--- config.mk ---
export PLATFORM = sky130hd
export DESIGN_NAME = rca_pipe_flat
export DESIGN_NICKNAME = d
export VERILOG_FILES = /design/src/rtl/rca_pipe_pkg.sv /design/src/rtl/rca_pipe_if.sv /design/src/rtl/rca_seg.sv /design/src/rtl/rca_pipe.sv /design/src/flat_wrapper.sv
export SDC_FILE = /design/constraint.sdc
export NUM_CORES = 1
export LEC_CHECK = 0
export ABC_AREA = 0
export CORE_ASPECT_RATIO = 0.9
export CORE_UTILIZATION = 55
export DETAILED_ROUTE_END_ITERATION = 6
export PLACE_DENSITY = 0.79
export SYNTH_ARGS = -nofsm -noshare
export SYNTH_HDL_FRONTEND = slang
export SYNTH_SLANG_ARGS = --single-unit
--- constraint.sdc ---
create_clock -name clk -period 5.7 [get_ports clk]
set_input_delay 1.14 -clock clk [delete_from_list [all_inputs] [get_ports clk]]
set_output_delay 1.14 -clock clk [all_outputs]
set_load 0.005 [all_outputs]
--- src/rtl/rca_pipe_pkg.sv ---
// Shared defaults and the single-bit full-add primitive used by the segment
// ripple chains.
package rca_pipe_pkg;

  localparam int DEF_WIDTH = 32;
  localparam int DEF_SEG   = 8;

  // Returns {carry, sum} of a one-bit full add.
  function automatic logic [1:0] fa_bits(input logic x, input logic y, input logic c);
    return {(x & y) | (c & (x ^ y)), x ^ y ^ c};
  endfunction

endpackage

--- src/rtl/rca_pipe_if.sv ---
// Streaming operand/result bus of the pipelined adder: valid/ready on both sides.
interface rca_pipe_if #(
  parameter int WIDTH = 32
) ();

  logic             in_valid;
  logic             in_ready;
  logic [WIDTH-1:0] a;
  logic [WIDTH-1:0] b;
  logic             c_in;
  logic             sub;
  logic             out_valid;
  logic             out_ready;
  logic [WIDTH-1:0] s;
  logic             c_out;
  logic             ovf;

  modport master (
    output in_valid, a, b, c_in, sub, out_ready,
    input  in_ready, out_valid, s, c_out, ovf
  );

  modport slave (
    input  in_valid, a, b, c_in, sub, out_ready,
    output in_ready, out_valid, s, c_out, ovf
  );

endinterface

--- src/rtl/rca_seg.sv ---
// One SEG-bit ripple segment built from full_adder cells; also exposes the
// carry into its top cell so the last segment can flag signed overflow.
module full_adder
  import rca_pipe_pkg::*;
(
  input  logic a,
  input  logic b,
  input  logic c_in,
  output logic s,
  output logic c_out
);

  assign {c_out, s} = fa_bits(a, b, c_in);

endmodule

module rca_seg #(
  parameter int SEG = 8
) (
  input  logic [SEG-1:0] a,
  input  logic [SEG-1:0] b,
  input  logic           c_in,
  output logic [SEG-1:0] s,
  output logic           c_out,
  output logic           c_msb
);

  logic [SEG:0] c;

  assign c[0] = c_in;

  for (genvar j = 0; j < SEG; j++) begin : g_fa
    full_adder u_fa (
      .a     (a[j]),
      .b     (b[j]),
      .c_in  (c[j]),
      .s     (s[j]),
      .c_out (c[j+1])
    );
  end

  assign c_out = c[SEG];
  assign c_msb = c[SEG-1];

endmodule

--- src/rtl/rca_pipe.sv ---
// Pipelined ripple-carry adder/subtractor: one SEG-bit segment per stage,
// operands skewed forward with the beat, valid/ready back-pressure per stage.
module rca_pipe
  import rca_pipe_pkg::*;
#(
  parameter int WIDTH = DEF_WIDTH,
  parameter int SEG   = DEF_SEG
) (
  input logic       clk,
  input logic       rst_n,
  rca_pipe_if.slave bus
);

  localparam int NSTG = WIDTH / SEG;

  logic [NSTG-1:0]  vld_p;
  logic [NSTG-1:0]  cy_p;
  logic [WIDTH-1:0] sum_p [NSTG];
  logic [WIDTH-1:0] a_p   [NSTG];
  logic [WIDTH-1:0] b_p   [NSTG];
  logic             ovf_p;

  logic [NSTG:0]    rdy;
  logic [SEG-1:0]   seg_a [NSTG];
  logic [SEG-1:0]   seg_b [NSTG];
  logic [SEG-1:0]   seg_s [NSTG];
  logic [NSTG-1:0]  seg_ci;
  logic [NSTG-1:0]  seg_co;
  logic [NSTG-1:0]  seg_cm;
  logic [WIDTH-1:0] b_in;
  logic             unused_skew;

  // Subtraction is a + ~b + 1; only the inverted B travels down the pipe.
  assign b_in = bus.sub ? ~bus.b : bus.b;

  always_comb begin
    logic r;
    r         = bus.out_ready;
    rdy       = '0;
    rdy[NSTG] = r;
    for (int i = NSTG - 1; i >= 0; i--) begin
      r      = !vld_p[i] || r;
      rdy[i] = r;
    end
  end

  // Skew registers are shifted down each stage so the next segment is always
  // in the low SEG bits.
  always_comb begin
    seg_a[0]  = bus.a[SEG-1:0];
    seg_b[0]  = b_in[SEG-1:0];
    seg_ci    = '0;
    seg_ci[0] = bus.sub | bus.c_in;
    for (int i = 1; i < NSTG; i++) begin
      seg_a[i]  = a_p[i-1][SEG-1:0];
      seg_b[i]  = b_p[i-1][SEG-1:0];
      seg_ci[i] = cy_p[i-1];
    end
  end

  for (genvar g = 0; g < NSTG; g++) begin : g_seg
    rca_seg #(.SEG(SEG)) u_seg (
      .a     (seg_a[g]),
      .b     (seg_b[g]),
      .c_in  (seg_ci[g]),
      .s     (seg_s[g]),
      .c_out (seg_co[g]),
      .c_msb (seg_cm[g])
    );
  end

  always_ff @(posedge clk or negedge rst_n) begin
    if (!rst_n) begin
      vld_p <= '0;
      cy_p  <= '0;
      ovf_p <= 1'b0;
      for (int i = 0; i < NSTG; i++) begin
        sum_p[i] <= '0;
        a_p[i]   <= '0;
        b_p[i]   <= '0;
      end
    end else begin
      // Stage 0 boundary: segment 0 straight from the ports.
      if (rdy[0]) begin
        vld_p[0] <= bus.in_valid;
        sum_p[0] <= WIDTH'(seg_s[0]);
        cy_p[0]  <= seg_co[0];
        a_p[0]   <= bus.a >> SEG;
        b_p[0]   <= b_in >> SEG;
      end
      // Stage i boundary: segment i merged into the carried-forward low sum.
      for (int i = 1; i < NSTG; i++) begin
        if (rdy[i]) begin
          vld_p[i]                 <= vld_p[i-1];
          sum_p[i]                 <= sum_p[i-1];
          sum_p[i][i*SEG +: SEG]   <= seg_s[i];
          cy_p[i]                  <= seg_co[i];
          a_p[i]                   <= a_p[i-1] >> SEG;
          b_p[i]                   <= b_p[i-1] >> SEG;
        end
      end
      if (rdy[NSTG-1]) begin
        ovf_p <= seg_cm[NSTG-1] ^ seg_co[NSTG-1];
      end
    end
  end

  assign bus.in_ready  = rdy[0];
  assign bus.out_valid = vld_p[NSTG-1];
  assign bus.s         = sum_p[NSTG-1];
  assign bus.c_out     = cy_p[NSTG-1];
  assign bus.ovf       = ovf_p;

  // Final-stage skew bits and inner-segment MSB carries have no consumer.
  assign unused_skew = ^{a_p[NSTG-1], b_p[NSTG-1], seg_cm};

endmodule
--- src/flat_wrapper.sv ---
// flat-port wrapper written by rule: the top's interface ports become plain ports
module rca_pipe_flat import rca_pipe_pkg::*;
#(
  parameter int WIDTH = DEF_WIDTH,
  parameter int SEG   = DEF_SEG
)
  (clk, rst_n, bus_in_valid, bus_a, bus_b, bus_c_in, bus_sub, bus_out_ready, bus_in_ready, bus_out_valid, bus_s, bus_c_out, bus_ovf);
  rca_pipe_if #(.WIDTH(WIDTH)) bus_i ();
  input logic clk;
  input logic rst_n;
  input wire logic [$bits(bus_i.in_valid)-1:0] bus_in_valid;
  input wire logic [$bits(bus_i.a)-1:0] bus_a;
  input wire logic [$bits(bus_i.b)-1:0] bus_b;
  input wire logic [$bits(bus_i.c_in)-1:0] bus_c_in;
  input wire logic [$bits(bus_i.sub)-1:0] bus_sub;
  input wire logic [$bits(bus_i.out_ready)-1:0] bus_out_ready;
  output wire logic [$bits(bus_i.in_ready)-1:0] bus_in_ready;
  output wire logic [$bits(bus_i.out_valid)-1:0] bus_out_valid;
  output wire logic [$bits(bus_i.s)-1:0] bus_s;
  output wire logic [$bits(bus_i.c_out)-1:0] bus_c_out;
  output wire logic [$bits(bus_i.ovf)-1:0] bus_ovf;
  assign bus_i.in_valid = bus_in_valid;
  assign bus_i.a = bus_a;
  assign bus_i.b = bus_b;
  assign bus_i.c_in = bus_c_in;
  assign bus_i.sub = bus_sub;
  assign bus_i.out_ready = bus_out_ready;
  assign bus_in_ready = bus_i.in_ready;
  assign bus_out_valid = bus_i.out_valid;
  assign bus_s = bus_i.s;
  assign bus_c_out = bus_i.c_out;
  assign bus_ovf = bus_i.ovf;
  rca_pipe #(.WIDTH(WIDTH), .SEG(SEG)) u_core (.clk(clk), .rst_n(rst_n), .bus(bus_i));
endmodule
-- Word level (Yosys, flattened, before mapping)
Cells that the tools add are included.
- bitwise operators: 163
- mux-type cells: 1
- reduce and logical (&&, ||, !) cells: 8
- operator list (operator ; number):
    bitwise XOR 1 bit ; 65
    bitwise AND 1 bit ; 64
    OR 1 bit ; 33
    2-to-1 mux 32 bit ; 1
    inverter 32 bit ; 1
    logical NOT 1 bit ; 4
    logical OR 1 bit ; 4
- bits of input ports: 70
- logic and storage cells: 191
- output and inout port bits: 36
- flip-flop bits (word level): 185

-- Logic depth before layout (Yosys ltp)
- word-level depth: 19
- depth in mapped cells: 13
- depth with buffers taken out: 13

-- By module
From an unflattened synthesis, not the netlist that was laid out.
- cells, all modules: 631
- area total of the unflattened synthesis: 8050.2 sq um
- by module, submodules not included (module ; cells each ; times used ; area an instance (sq um) ; sequential area each (sq um)):
    rca_pipe ; 599 ; 1 ; 7409.6 ; 4629.4
    full_adder ; 1 ; 32 ; 20.0 ; 0.0

-- Least setup slack after synthesis
Ideal clock, no wire load.
- path kind: input-to-reg
- start point: in bus_sub
- end point: reg u_core.sum_p[103] (netlist name)
- arrival: 5.132 ns
- required time: 5.575 ns
- path slack: 0.444 ns
- cell stages on the path: 13
- setup time: 0.125 ns
- buffers on the path: 2
- path through: clkbuf_1 -> buf_2 -> xnor2_1 -> fa_1 -> fa_1 -> fa_1 -> fa_1 -> fa_1 -> fa_1 -> fa_1 -> inv_1 -> fa_1 -> mux2_2
- word-level cells in the longest chain between the ends: 17
- elaborated cells on any way between the ends: 32
- classes of those cells: 1 x mux; 31 x bitwise
- RTL lines (what ; RTL line ; RTL):
    start: declaration ; flat_wrapper.sv:15 ; input wire logic [$bits(bus_i.sub)-1:0] bus_sub;
    2-to-1 mux 32 bit ; rca_pipe.sv:34 ; assign b_in = bus.sub ? ~bus.b : bus.b;
    bitwise XOR 1 bit ; rca_pipe_pkg.sv:10 ; return {(x & y) | (c & (x ^ y)), x ^ y ^ c};
    bitwise AND 1 bit ; rca_pipe_pkg.sv:10 ;
    OR 1 bit ; rca_pipe_pkg.sv:10 ;
    bitwise AND 1 bit ; rca_pipe_pkg.sv:10 ;
    OR 1 bit ; rca_pipe_pkg.sv:10 ;
    bitwise AND 1 bit ; rca_pipe_pkg.sv:10 ;
    OR 1 bit ; rca_pipe_pkg.sv:10 ;
    [2 not listed] ; -- ;
    bitwise AND 1 bit ; rca_pipe_pkg.sv:10 ;
    OR 1 bit ; rca_pipe_pkg.sv:10 ;
    bitwise AND 1 bit ; rca_pipe_pkg.sv:10 ;
    OR 1 bit ; rca_pipe_pkg.sv:10 ;
    bitwise AND 1 bit ; rca_pipe_pkg.sv:10 ;
    OR 1 bit ; rca_pipe_pkg.sv:10 ;
    bitwise XOR 1 bit (*) ; rca_pipe_pkg.sv:10 ;
    named net u_core.g_seg[0].u_seg.g_fa[7].u_fa.s ; rca_seg.sv:9 ; output logic s,
    end signal: indexed assignment ; rca_pipe.sv:95 ; sum_p[i] <= sum_p[i-1];
    end signal: indexed assignment ; rca_pipe.sv:96 ; sum_p[i][i*SEG +: SEG] <= seg_s[i];
    end: declaration ; rca_pipe.sv:18 ; logic [WIDTH-1:0] sum_p [NSTG];
Mark *: on every way through the listed nets, which the timed path passes. The rest lies on a longest branch.
A chain may end at the register's enable or synchronous reset.

-- Worst setup path after layout
- start point: in bus_b[0]
- end point: reg u_core.sum_p[103] (netlist name)
- word-level cells in the longest chain between the ends: 18
- elaborated cells on any way between the ends: 19
- classes of those cells: 1 x mux; 18 x bitwise
- RTL lines (what ; RTL line ; RTL):
    start: declaration ; flat_wrapper.sv:13 ; input wire logic [$bits(bus_i.b)-1:0] bus_b;
    inverter 32 bit ; rca_pipe.sv:34 ;
    2-to-1 mux 32 bit (*) ; rca_pipe.sv:34 ;
    bitwise XOR 1 bit ; rca_pipe_pkg.sv:10 ;
    bitwise AND 1 bit ; rca_pipe_pkg.sv:10 ;
    OR 1 bit (*) ; rca_pipe_pkg.sv:10 ;
    bitwise AND 1 bit (*) ; rca_pipe_pkg.sv:10 ;
    OR 1 bit (*) ; rca_pipe_pkg.sv:10 ;
    bitwise AND 1 bit (*) ; rca_pipe_pkg.sv:10 ;
    [3 not listed] ; -- ;
    bitwise AND 1 bit (*) ; rca_pipe_pkg.sv:10 ;
    OR 1 bit (*) ; rca_pipe_pkg.sv:10 ;
    bitwise AND 1 bit (*) ; rca_pipe_pkg.sv:10 ;
    OR 1 bit (*) ; rca_pipe_pkg.sv:10 ;
    bitwise AND 1 bit (*) ; rca_pipe_pkg.sv:10 ;
    OR 1 bit (*) ; rca_pipe_pkg.sv:10 ;
    bitwise XOR 1 bit (*) ; rca_pipe_pkg.sv:10 ;
    named net u_core.g_seg[0].u_seg.g_fa[7].u_fa.s ; rca_seg.sv:9 ;
Marked as above.

==> summary.md <==
| Metric | Value |
|---|---|
| Status | `complete, no violations` |
| Clock tree buffer depth | `2` |
| Synth Area in Adders | `7.88%` |
| Mux share of post-synthesis cell area | `19.3%` |
| Hold_buf cts | `0` |
| Via count | `4492` |
| Share of layout cells above drive strength 1 | `27.4%` |
| Clk_lat worst skew | `0.44 ns` |
| Critical Path AT | `5.28 ns` |
| Fin crit share | `87.0%` |
| Critical path's most frequent cell | `fa_1` |
| Sum of buffers and inverters on the critical path | `2` |
| RD Place Congestion | `0.760` |
| TritonCTS buffer count | `17` |
| Antenna Violating Nets Remaining | `0` |
| IO buf count | `105` |
| Routed WL | `15000 um` |
| Post-synthesis compound-gate area fraction | `2.77%` |
| Final #Nets | `750` |
| FILL cells | `960` |
| Rel. slew slack | `27.7%` |
| Worst-margin pin slew | `1.08 ns` |
| H-tree depth | `4` |
| Setup WS pre-CTS | `0.326 ns` |
| Post-synthesis simple-gate area fraction | `3.29%` |
| Area occupied by multi-input gates | `3000 um2` |
| Slowest library cell on the worst path | `fa_1` |
| Vias in the first global route | `4948` |
| Min Tclk post-route | `4.96 ns` |
| Final setup violation count | `0` |
| # IOs | `106` |
| Chip height | `117 um` |
| RSZ-0062 raised after global routing | `false` |
| Die ar. | `15300 um2` |
| Commonest non-fill, non-tap cell in the layout | `dfrtp_1` |
| Final setup margin | `0.740 ns` |
| Root buffer cell | `clkbuf_16` |
| Largest net degree at the start of global routing | `106` |
| Gr usage total | `22.2%` |
| Core area | `14200 um2` |
| Ant diodes | `0` |
| Worst Path Max Fanout | `1` |
| FF+latch area | `4630 um2` |
| Final slew viol count | `0` |
| First-pass detailed-route iteration total | `4` |
| Leak pwr | `4.16 nW` |
| Grt ovf | `0` |
| Largest family of logic cells by synthesized area | `multiplexers` |
| First-pass GRT wire length | `25200 um` |
| Cell Area, Synth | `8130 um2` |
| Gate Count Post-Synth | `580` |
| Synth Area in XOR/XNOR | `3.55%` |
| CP Cell Sequence | `clkdlybuf4s50_1 > xnor2_1 > fa_1 > fa_1 > fa_1 > fa_1 > fa_1 > fa_1 > fa_1 > inv_1 > fa_1 > mux2_2` |
| Residual DRC count | `0` |
| Hold Crit Class | `reg -> reg` |
| PwrDens | `448 nW/um2` |
| Syn Area/Cell | `14.0 um2` |
| FMAX | `0.202 GHz` |
| Most frequent cells in the layout | `dfrtp_1 (185), mux2_2 (125), clkdlybuf4s50_1 (103)` |
| Crit Path Class | `in -> reg` |
| Vias per cell | `5.26` |
| Number of clock sinks | `185` |
| HPWL Detailed | `9530 um` |
| Distinct cells, synth | `24` |
| Worst setup SP type | `input port` |
| YS warnings | `0` |
| CTS tree | `done` |
| Die W | `130 um` |
| Initial antenna violation count | `1` |
| Routed wire per std cell | `17.6 um` |
| Top delay family on crit path | `adder cells` |
| Max stage delay on crit path | `0.46 ns` |
| Num rows | `41` |
| Max Cap Violations | `0` |
| Post-Syn Nets | `682` |
| Sequential share of the synthesized area | `56.9%` |
| CP Capture Type | `register` |
| CP required | `6.02 ns` |
| Post-CTS sizing | `0` |
| Maximum vdd ir drop | `0.235 mV` |
| Final Skew | `0.00719 ns` |
| Synth-to-Final Area Change | `20.7%` |
| Iter 0 DRT Violations | `225` |
| Starting Density | `57.2%` |
| TNS Setup | `0 ns` |
| Yosys reg bits | `185` |
| Clock transition at the registers of the reported paths | `0.06 ns` |
| Fin. Hold Viols | `0` |
| # Post-CTS Setup Buffers | `0` |
-- worst min-delay path, stage by stage (launching register included) --
cell	delay (ns)
dfrtp_1	0.34
nand2_1	0.04
o21ai_0	0.06
-- metrics by stage --
| stage | power (mW) | util (%) | instance area (um2) | std cells | hold WS [ns] |
|---|---|---|---|---|---|
| after floorplan | 2.67 | - | 8130 | 580 | 0.426 |
| after global placement | 2.97 | 64.1 | 9100 | 822 | 0.446 |
| after detailed placement | 3.04 | 64.1 | 9100 | 822 | 0.469 |
| after CTS | 4.45 | 69.1 | 9810 | 854 | 0.484 |
| after global routing | 4.65 | 69.1 | 9810 | 854 | 0.514 |
| final | 4.40 | 69.1 | 9810 | 854 | 0.480 |
-- Yosys cell counts --
| master | count | area [um2] |
|---|---|---|
| or2_2 | 1 | 6.26 |
| fa_1 | 32 | 641 |
| inv_2 | 1 | 3.75 |
| mux2_4 | 10 | 150 |
| nand2_1 | 8 | 30.0 |
| buf_2 | 16 | 80.1 |
| buf_1 | 4 | 15.0 |
| nand3b_1 | 1 | 7.51 |
| a21oi_1 | 7 | 35.0 |
| and4b_1 | 1 | 10.0 |
| clkbuf_1 | 10 | 37.5 |
| xnor2_1 | 31 | 272 |
| nand3_1 | 30 | 150 |
| buf_6 | 2 | 22.5 |
| o21ai_0 | 38 | 190 |
| and2_4 | 1 | 8.76 |
| mux2_2 | 125 | 1410 |
| mux2i_1 | 1 | 10.0 |
| nand2b_1 | 4 | 25.0 |
| inv_1 | 30 | 113 |
| nor2_1 | 8 | 30.0 |
| buf_4 | 32 | 240 |
| dfrtp_1 | 185 | 4630 |
| xor2_1 | 2 | 17.5 |
-- cells by family (layout without fill, tap and decap cells) --
family	after synthesis	count (layout)
flops	185	185
mux	136	136
buf+inv	95	176
simple gates	54	54
compound gates	45	45
xor+xnor	33	33
fa+ha+maj	32	32
-- registers in the layout, indices dropped and copies added (netlist names) --
| register | count |
|---|---|
| u_core.a_p | 48 |
| u_core.bus.s | 32 |
| u_core.vld_p | 4 |
| u_core.sum_p | 48 |
| u_core.bus.ovf | 1 |
| u_core.cy_p | 4 |
| u_core.b_p | 48 |
-- routing by layer --
layer	vias to the layer above	wire (um)	GRT usage, %
met5	-	8	0
met4	2	260	8.43
met3	25	555	5.25
met2	87	7670	36.6
met1	2344	6500	28.4
li1	2034	-	-
-- final timing paths --
| path | from | to | slack (ns) | cells after the start |
|---|---|---|---|---|
| min in group asynchronous | rst_n | u_core.a_p[32] | 0.74 | 1 |
| max in group asynchronous | rst_n | u_core.sum_p[74] | 3.98 | 2 |
| worst min register to register | u_core.sum_p[64] | u_core.sum_p[64] | 0.48 | 2 |
| worst max-delay path | bus_b[0] | u_core.sum_p[103] | 0.74 | 12 |
| worst max register to register | u_core.cy_p[2] | u_core.bus.ovf | 1.46 | 13 |
| worst min-delay path | u_core.sum_p[64] | u_core.sum_p[64] | 0.48 | 2 |
-- where the power goes --
group	internal [mW]	leakage (nW)	switching [mW]
combinational	0.667	1.65	0.400
clock	0.902	0.343	0.485
sequential	1.71	2.16	0.230
-- layout make-up --
type | count | share of cell area (%)
Clock buffer | 21 | 4.79
Timing Repair Buffer | 113 | 11.4
Multi-Input combinational cell | 300 | 30.5
Tap cell | 193 | 2.46
Clock inverter | 11 | 2.45
Sequential cell | 185 | 47.2
Inverter | 31 | 1.19
(Power assumes the default switching activity.)
==> patch (config.mk and constraints unchanged) <==
`DEF_SEG`: 8 -> 4.
--- a/src/rtl/rca_pipe_pkg.sv
+++ b/src/rtl/rca_pipe_pkg.sv
@@ -4,5 +4,5 @@
 
   localparam int DEF_WIDTH = 32;
-  localparam int DEF_SEG   = 8;
+  localparam int DEF_SEG   = 4;
 
   // Returns {carry, sum} of a one-bit full add.
Check against the original RTL: not equivalent (a bounded check fails within 10 cycles, from zero or initial values and one cycle with rst_n low).
==> patch against the original RTL <==
The run now ends with DRC left. Register-to-register slack improved by 1.7 ns. Clock power grew 83%. Synthesized cell count rose by 88%. Count of clock-buffer cells in the layout increased by 37. Synthesized area up 92%. Routed wire length increased by 72%. Worst setup slack improved by 0.99 ns. Global-route usage fell by 3.3 points. Final area is 84% higher. Sequential cell count increased by 200. Total power rose by 100%. Non-clock buffer count is 4 higher. Critical endpoint is now bus_in_ready.
==> patch: results (changes against the original RTL) <==
metric	value	unit	change
status	finished with violations		
failing checks	DRC		
switching fraction of total power	0.273		+0.0197
CTS H-tree depth	2		-2
fill cell total of the finished layout	2016		+110%
met3 WL	919	um	+66%
met1 Resource Use GR	0.293		+0.00844
Via-to-Cell Ratio	5.14		-2.2%
Metal-1 WL	13.2	mm	+100%
Post-Synth XOR/XNOR Area	0.0185		-0.0171
post-synthesis adder-cell area fraction	0.0409		-0.0378
Clock Path Buffers	3		+1
Logic pwr share	0.237		-0.005
largest cells by area after synthesis	dfrtp_1, mux2_2, fa_1		
GRT Total Usage	0.189		-0.0331
Placer Congestion	0.746		-1.8%
Buffers, non-clock	117		+3.5%
sequential element share of the synthesized area	0.616		+0.0465
comb_multi_in	561		+87%
final-stage net count	1267		+69%
grt met3 use	0.0309		-0.0215
Sink Count	385		+110%
Lkg Pwr	7.97	nW	+92%
clk pwr	2.54	mW	+83%
Cell Count Post-Placement	1484		+81%
slowest cell delay on critical path	0.53	ns	+0.07 ns
first-pass GRT wire length	44.2	mm	+76%
post-synthesis mux area share	0.225		+0.0322
detailed-placement wirelength estimate	16.7	mm	+75%
Post-Syn Instances	1089		+88%
largest net degree at the start of global routing	129		+22%
post-route total power	8.80	mW	+100%
non-filler instance count after layout	1552		+82%
syn_nets	1191		+75%
crit path DAT	2.83	ns	-2.45 ns
ClkCell Share	0.0716		-0.000786
Top delay family on crit path	buffers and inverters		
1st-pass router iterations	7		+3
initial antenna violation count	0		-1
CLK BUF	58		+180%
top cells by count, synth	dfrtp_1, mux2_2, nand2_1		
final clock skew	0.0183	ns	+0.0111 ns
worst skew pair latency	0.51	ns	+0.07 ns
Synth cell types	30		+25%
Routed met2 length	11.3	mm	+48%
Starting DRT DRC Count	465		+110%
drt drc	7		+7
Inverters	61		+97%
placed inst area	16800	um^2	+84%
vias in the first global route	8231		+66%
top layer in use	met4		
Worst Tran Pin Value	1.01	ns	-0.0739 ns
maximum fanout along the worst path	4		+3
WL final	25.8	mm	+72%
[patch: cell count changes after synthesis, moves of 8 or more]
cell,unedited run,this run
buf_2,16,24
dfrtp_1,185,385
inv_1,30,61
mux2_2,125,297
mux2_4,10,0
mux2i_1,1,12
nand2_1,8,113
nand3_1,30,6
o21ai_0,38,26
xnor2_1,31,5
xor2_1,2,28
[patch: path summary, 6_finish.rpt]
| check | slack, ns | endpoint | depth (start not counted) | from |
|---|---|---|---|---|
| min in group asynchronous | 0.69 | u_core.bus.s[25] | 1 | rst_n |
| worst max register to register | 3.20 | u_core.b_p[214] | 5 | u_core.vld_p[7] |
| worst min register to register | 0.46 | u_core.a_p[68] | 2 | u_core.a_p[68] |
| worst min-delay path | 0.46 | u_core.a_p[68] | 2 | u_core.a_p[68] |
| worst max-delay path | 1.73 | bus_in_ready | 5 | bus_out_ready |
| max in group asynchronous | 3.70 | u_core.a_p[241] | 2 | rst_n |
